[config.mk]
export PLATFORM = sky130hd
export DESIGN_NAME = regfile_dump_reader
export DESIGN_NICKNAME = d
export VERILOG_FILES = /design/src/rtl/regfile_pkg.sv /design/src/rtl/dump_skid_fifo.sv /design/src/rtl/regfile_dump_reader.sv
export SDC_FILE = /design/constraint.sdc
export NUM_CORES = 1
export LEC_CHECK = 0
export BUFFER_PORTS_ARGS = -buffer_cell sky130_fd_sc_hd__buf_2
export CELL_PAD_IN_SITES_DETAIL_PLACEMENT = 1
export CELL_PAD_IN_SITES_GLOBAL_PLACEMENT = 1
export CORE_MARGIN = 2
export CORE_UTILIZATION = 40
export DETAILED_ROUTE_END_ITERATION = 16
export PLACE_DENSITY_LB_ADDON = 0.3
export REMOVE_ABC_BUFFERS = 1
export SYNTH_ARGS = -nofsm -noshare
export SYNTH_HDL_FRONTEND = slang
export SYNTH_SLANG_ARGS = --single-unit
[constraint.sdc]
create_clock -name i_clock -period 4 [get_ports i_clock]
set_input_delay 0.8 -clock i_clock [delete_from_list [all_inputs] [get_ports i_clock]]
set_output_delay 0.8 -clock i_clock [all_outputs]
set_load 0.01 [all_outputs]
[src/rtl/regfile_pkg.sv]
// Shared defaults, FSM state and FIFO entry type for the regfile dump reader.
// Build option: DUMP_PARITY_EN adds a parity bit to every streamed entry.
package regfile_pkg;

    localparam int unsigned DEFAULT_WIDTH        = 16;
    localparam int unsigned DEFAULT_DEPTH        = 32;
    localparam int unsigned DEFAULT_ADDRESSWIDTH = 5;

    typedef enum logic [1:0] {
        IDLE  = 2'd0,
        RUN   = 2'd1,
        DRAIN = 2'd2
    } dump_state_e;

    typedef struct packed {
`ifdef DUMP_PARITY_EN
        logic                            parity;
`endif
        logic                            last;
        logic [DEFAULT_ADDRESSWIDTH-1:0] addr;
        logic [DEFAULT_WIDTH-1:0]        data;
    } dump_entry_t;

endpackage

[src/rtl/dump_skid_fifo.sv]
// Two-entry registered FIFO holding dump words between the regfile read and the stream port.
// Entry layout is a type parameter; DUMP_PARITY_EN only changes the default entry type.
module dump_skid_fifo
    import regfile_pkg::*;
#(
    parameter type T = dump_entry_t
) (
    input  logic       i_clock,
    input  logic       i_reset,
    input  logic       i_push,
    input  T           i_data,
    input  logic       i_pop,
    output T           o_head,
    output logic       o_full,
    output logic       o_empty,
    output logic [1:0] o_count
);

    T           r_mem [2];
    logic       r_wptr;
    logic       r_rptr;
    logic [1:0] r_count;
    logic       w_do_push;
    logic       w_do_pop;

    assign o_empty   = (r_count == 2'd0);
    assign o_full    = (r_count == 2'd2);
    assign o_count   = r_count;
    assign o_head    = r_mem[r_rptr];
    // A push into a full FIFO is only taken when the head leaves on the same edge.
    assign w_do_pop  = i_pop && !o_empty;
    assign w_do_push = i_push && (!o_full || w_do_pop);

    always_ff @(posedge i_clock or posedge i_reset) begin
        if (i_reset) begin
            r_mem[0] <= '0;
            r_mem[1] <= '0;
            r_wptr   <= 1'b0;
            r_rptr   <= 1'b0;
            r_count  <= 2'd0;
        end else begin
            if (w_do_push) begin
                r_mem[r_wptr] <= i_data;
                r_wptr        <= !r_wptr;
            end
            if (w_do_pop) begin
                r_rptr <= !r_rptr;
            end
            case ({w_do_push, w_do_pop})
                2'b10:   r_count <= r_count + 2'd1;
                2'b01:   r_count <= r_count - 2'd1;
                default: r_count <= r_count;
            endcase
        end
    end

endmodule

[src/rtl/regfile_dump_reader.sv]
// Walks a wrapping address range of a registered-read regfile and streams the words out.
// Build option: DUMP_PARITY_EN adds o_out_parity (XOR of o_out_data) to the stream.
module regfile_dump_reader
    import regfile_pkg::*;
#(
    parameter int unsigned WIDTH        = DEFAULT_WIDTH,
    parameter int unsigned DEPTH        = DEFAULT_DEPTH,
    parameter int unsigned ADDRESSWIDTH = DEFAULT_ADDRESSWIDTH
) (
    input  logic                    i_clock,
    input  logic                    i_reset,
    input  logic                    i_start,
    input  logic [ADDRESSWIDTH-1:0] i_start_addr,
    input  logic [ADDRESSWIDTH:0]   i_count,
    output logic                    o_busy,
    output logic                    o_done,
    output logic [ADDRESSWIDTH-1:0] o_rf_source,
    input  logic [WIDTH-1:0]        i_rf_data_out,
    output logic                    o_out_valid,
    input  logic                    i_out_ready,
`ifdef DUMP_PARITY_EN
    output logic                    o_out_parity,
`endif
    output logic [WIDTH-1:0]        o_out_data,
    output logic [ADDRESSWIDTH-1:0] o_out_addr,
    output logic                    o_out_last
);

    typedef struct packed {
`ifdef DUMP_PARITY_EN
        logic                    parity;
`endif
        logic                    last;
        logic [ADDRESSWIDTH-1:0] addr;
        logic [WIDTH-1:0]        data;
    } entry_t;

    localparam logic [ADDRESSWIDTH-1:0] LAST_ADDR = ADDRESSWIDTH'(DEPTH - 1);
    localparam logic [ADDRESSWIDTH-1:0] ADDR_ONE  = ADDRESSWIDTH'(1);
    localparam logic [ADDRESSWIDTH:0]   CNT_ONE   = (ADDRESSWIDTH + 1)'(1);
    localparam logic [ADDRESSWIDTH:0]   CNT_DEPTH = (ADDRESSWIDTH + 1)'(DEPTH);

    dump_state_e             r_state;
    dump_state_e             w_state_next;
    logic [ADDRESSWIDTH-1:0] r_addr;
    logic [ADDRESSWIDTH-1:0] r_rf_source;
    logic [ADDRESSWIDTH-1:0] r_inflight_addr;
    logic [ADDRESSWIDTH:0]   r_issued;
    logic [ADDRESSWIDTH:0]   r_eff;
    logic                    r_inflight;
    logic                    r_inflight_last;
    logic                    r_done;
    logic                    w_issue;
    logic                    w_pop;
    logic                    w_fifo_full;
    logic                    w_fifo_empty;
    logic [1:0]              w_fifo_count;
    logic [1:0]              w_committed;
    entry_t                  w_push_entry;
    entry_t                  w_head;

    dump_skid_fifo #(
        .T (entry_t)
    ) u_fifo (
        .i_clock (i_clock),
        .i_reset (i_reset),
        .i_push  (r_inflight),
        .i_data  (w_push_entry),
        .i_pop   (w_pop),
        .o_head  (w_head),
        .o_full  (w_fifo_full),
        .o_empty (w_fifo_empty),
        .o_count (w_fifo_count)
    );

    always_ff @(posedge i_clock or posedge i_reset) begin
        if (i_reset) begin
            r_state <= IDLE;
        end else begin
            r_state <= w_state_next;
        end
    end

    always_comb begin
        w_state_next = r_state;
        unique case (r_state)
            IDLE:  if (i_start && (i_count != '0)) w_state_next = RUN;
            RUN:   if (w_issue && ((r_issued + CNT_ONE) == r_eff)) w_state_next = DRAIN;
            DRAIN: if (w_pop && w_head.last) w_state_next = IDLE;
            default: w_state_next = IDLE;
        endcase
    end

    always_comb begin
        w_pop       = !w_fifo_empty && i_out_ready;
        // A head leaving this cycle frees its slot for a new read.
        w_committed = w_fifo_count + {1'b0, r_inflight} - {1'b0, w_pop};
        w_issue     = (r_state == RUN) && (r_issued != r_eff) &&
                      (w_fifo_full ? (w_pop && !r_inflight) : (w_committed < 2'd2));
        o_busy      = (r_state != IDLE);
        o_done      = r_done;
        o_rf_source = w_issue ? r_addr : r_rf_source;
        o_out_valid = !w_fifo_empty;
        o_out_data  = w_head.data;
        o_out_addr  = w_head.addr;
        o_out_last  = w_head.last;
`ifdef DUMP_PARITY_EN
        o_out_parity        = w_head.parity;
        w_push_entry.parity = ^i_rf_data_out;
`endif
        w_push_entry.data   = i_rf_data_out;
        w_push_entry.addr   = r_inflight_addr;
        w_push_entry.last   = r_inflight_last;
    end

    always_ff @(posedge i_clock or posedge i_reset) begin
        if (i_reset) begin
            r_addr          <= '0;
            r_rf_source     <= '0;
            r_inflight_addr <= '0;
            r_issued        <= '0;
            r_eff           <= '0;
            r_inflight      <= 1'b0;
            r_inflight_last <= 1'b0;
            r_done          <= 1'b0;
        end else begin
            r_done <= 1'b0;
            if ((r_state == IDLE) && i_start) begin
                if (i_count == '0) begin
                    r_done <= 1'b1;
                end else begin
                    r_eff    <= (i_count > CNT_DEPTH) ? CNT_DEPTH : i_count;
                    r_addr   <= ADDRESSWIDTH'(32'(i_start_addr) % DEPTH);
                    r_issued <= '0;
                end
            end
            if ((r_state == DRAIN) && w_pop && w_head.last) begin
                r_done <= 1'b1;
            end
            if (w_issue) begin
                r_addr      <= (r_addr == LAST_ADDR) ? '0 : r_addr + ADDR_ONE;
                r_issued    <= r_issued + CNT_ONE;
                r_rf_source <= r_addr;
            end
            r_inflight      <= w_issue;
            r_inflight_addr <= r_addr;
            r_inflight_last <= (r_issued == (r_eff - CNT_ONE));
        end
    end

endmodule

==> impl_metrics.yaml <==
run_status:
  status: "completed"
floorplan:
  num_io_pins: 61
  initial_core_util: 0.4103
  core-area_um2: 9153
  rows: 35
  fp.dieW_um: 100.9
  die_h_um: 100.9
  fp.dieArea_um2: 10180
route:
  drc: 0
  drt_iter0_markers: 72
  vias: 2582
  firstDrtPassIters: 4
  routedWlPerCell_um: 15.71
  detail-route-antenna-nets: 0
  wl_um: 7683
  via_per_inst: 5.280
global_routing:
  grt_most_used_layer: "met2"
  grt_first_pass_wirelength_um: 13210
  track_usage: 0.1655
  use_met2: 0.2856
  grt_overflow: 0
  grtUsageMet3: 0.03329
  grt_max_degree: 45
  grt_pass1_vias: 2775
  grt.met1_usage: 0.2051
  antenna_found_initial: 0
logic_synthesis:
  synth_top_family_by_area: "multiplexers"
  synth_fa_ha_area_frac: 0.01999
  synth-compound-area-share: 0.05898
  synth_edf_count: 0
  ys_async_sr_fraction: 1.000
  synthXorXnorAreaFrac: 0.04665
  synth_cell_types: 39
  netlist_area_um2: 3755
  synth_seq_area_share: 0.5332
  synthMuxAreaShare: 0.2033
  synthCells: 310
  avgSynthCellArea_um2: 12.11
  yosys.area_share.simple: 0.1096
  synth_ff_type: "dfrtp_1"
  yosys_warnings: 0
  synth_seq_cells: 80
timing:
  finalCritPeriodShare: 0.9381
  fin_setup_tns_ns: 0
  setup_viol: 0
  period_needed_ns: 3.752
  rsz0062_at_grt: "no"
  slew_violations: 0
  slew_headroom: 0.3145
  skew_ns: 0.009818
  fmax_mhz: 266.5
  hold_viol: 0
  worstMarginPinSlew_ns: 1.028
layout:
  area_growth_pct: 16.33
  nNetsFinal: 410
  num-fill-cells: 1010
  layout-drive-gt1-share: 0.4021
  final_util: 0.4772
  insertedDiodeCount: 0
  final_common_cell: "dfrtp_1"
  multi_input_area_um2: 1654
  final_cell_mix: "80 x dfrtp_1, 66 x mux2_2, 60 x buf_2"
  seqCellArea_um2: 2002
placed_design:
  place_congestion: 0.7301
  portBuffers: 60
  dp_hpwl_um: 5410
setup_path:
  slowest_stage: "dfrtp_1"
  critPathRequiredTime_ns: 3.20
  cpMostUsedCell: "nand2_1"
  crit_type: "reg2out"
  path_cells: "or2_2, and2_1, ha_1, nor2b_2, mux2i_1, o211ai_1, or2_4, inv_1, nand2_1, nand2_1, buf_2"
  critPathArrivalTime_ns: 2.95
  cp_max_fo: 13
  startpoint_type: "register"
  critPathLaunch: "u_fifo.o_count[1]$_DFFE_PP0P_"
  slowest_delay_ns: 0.47
  r2r-start: "u_fifo.o_count[1]$_DFFE_PP0P_"
  end_kind: "output pin"
power_and_ir_drop:
  leakage_nw: 2.026
  vdd_drop_max_uv: 274.1
  power_density_nw_per_um2: 915.9
hold_path:
  hp-class: "reg2reg"
  hp-start: "r_rf_source[1]$_DFF_PP0_"
cts:
  cts-resized-gates: 1
  max-clock-path-buffers: 2
  root_buffer: "clkbuf_8"
  ctsHoldBuffers: 0
  cts.clk_slew.worst_paths_ns: 0.08
  clock_latency_ns: 0.35
  clock-sinks: 80
  cts_buffers: 9
  htreeDepth: 3
  post-cts-setup-buffers: 0
  tritoncts: "built"
job:
  drv_cap: 0
## per-stage QoR
stage,power (mW),setup WS (ns),cells,hold WS [ns],area (um2)
final,4.001,0.2476,489,0.4808,4368
after global routing,4.366,0.01106,489,0.5022,4368
after floorplan,2.806,0.6129,297,0.4001,3686
after CTS,4.078,0.1248,489,0.4889,4365
after detailed placement,3.447,0.2898,473,0.4506,4167
after global placement,3.371,0.3969,473,0.4561,4167
## logic make-up (layout without fill, tap and decap cells)
kind of cell,count (synthesis),count (layout)
AND/OR/NAND/NOR,81,81
flip-flops,80,80
AO/OA/AOI/OAI,32,32
XOR/XNOR,20,20
multiplexers,68,68
adder cells (fa/ha/maj),6,6
buffers and inverters,23,91
## power by group
part / internal, mW / switching, mW / total, mW
logic: 0.981 / 0.924 / 1.90
registers: 1.20 / 0.306 / 1.50
clock network: 0.291 / 0.303 / 0.594
## worst paths after layout
| check | endpoint | slack, ns | cells past startpoint |
|---|---|---|---|
| min reg2reg | r_rf_source[1]$_DFF_PP0_ | 0.48 | 2 |
| max in group asynchronous | r_inflight_last$_DFF_PP0_ | 2.51 | 3 |
| min in group asynchronous | u_fifo.r_mem[14]$_DFFE_PP0P_ | 0.50 | 2 |
| max reg2reg | r_issued[2]$_DFFE_PP0P_ | 0.98 | 11 |
| max | o_rf_source[2] | 0.25 | 11 |
| min | r_rf_source[1]$_DFF_PP0_ | 0.48 | 2 |
## final cells by class
class,count,area share
clock inverter,6,0.01575
tap,111,0.03180
sequential,80,0.4583
multi-input combinational,207,0.3787
timing repair buffer,65,0.07734
inverter,10,0.008880
clock buffer,10,0.02922
## sequential cells by signal, indices dropped and copies added (netlist names)
signal and count:
u_fifo.r_mem 44, r_eff 6, r_issued 6, r_addr 5
r_inflight_addr 5, r_rf_source 5, r_state 2, u_fifo.o_count 2
o_done 1, r_inflight 1, r_inflight_last 1, u_fifo.r_rptr 1
u_fifo.r_wptr 1
## per-layer routing
metal	vias to the layer above	share of wire
met5	-	0
met4	0	0.016
met3	10	0.038
met2	48	0.50
met1	1305	0.44
li1	1219	-
## synth_stat cells, drive strengths merged (3+ instances only)
master  count  share of area
o21ai      11          0.015
nand3b      3         0.0060
xor2       10          0.023
or2         3         0.0050
nor3b       3         0.0060
nor4        4         0.0067
a21oi       3         0.0040
nor2       11          0.011
nand3      16          0.021
ha          6          0.020
mux2       66           0.20
a22o        3         0.0070
xnor2      10          0.023
buf         8          0.013
dfrtp      80           0.53
and3        4         0.0067
nand2b      5         0.0083
o211ai      4         0.0080
a221o       3         0.0080
clkbuf      5         0.0050
nor2b       3         0.0050
nand2      22          0.022
inv        10          0.010
## critical path, delay by kind of cell (launching register included)
kind,cells,cell delay (ns)
buf+inv,2,0.31
mux,1,0.21
compound gates,1,0.15
fa+ha+maj,1,0.28
simple gates,6,1.20
flops,1,0.47
No activity file was read; power rests on OpenSTA's default activity.
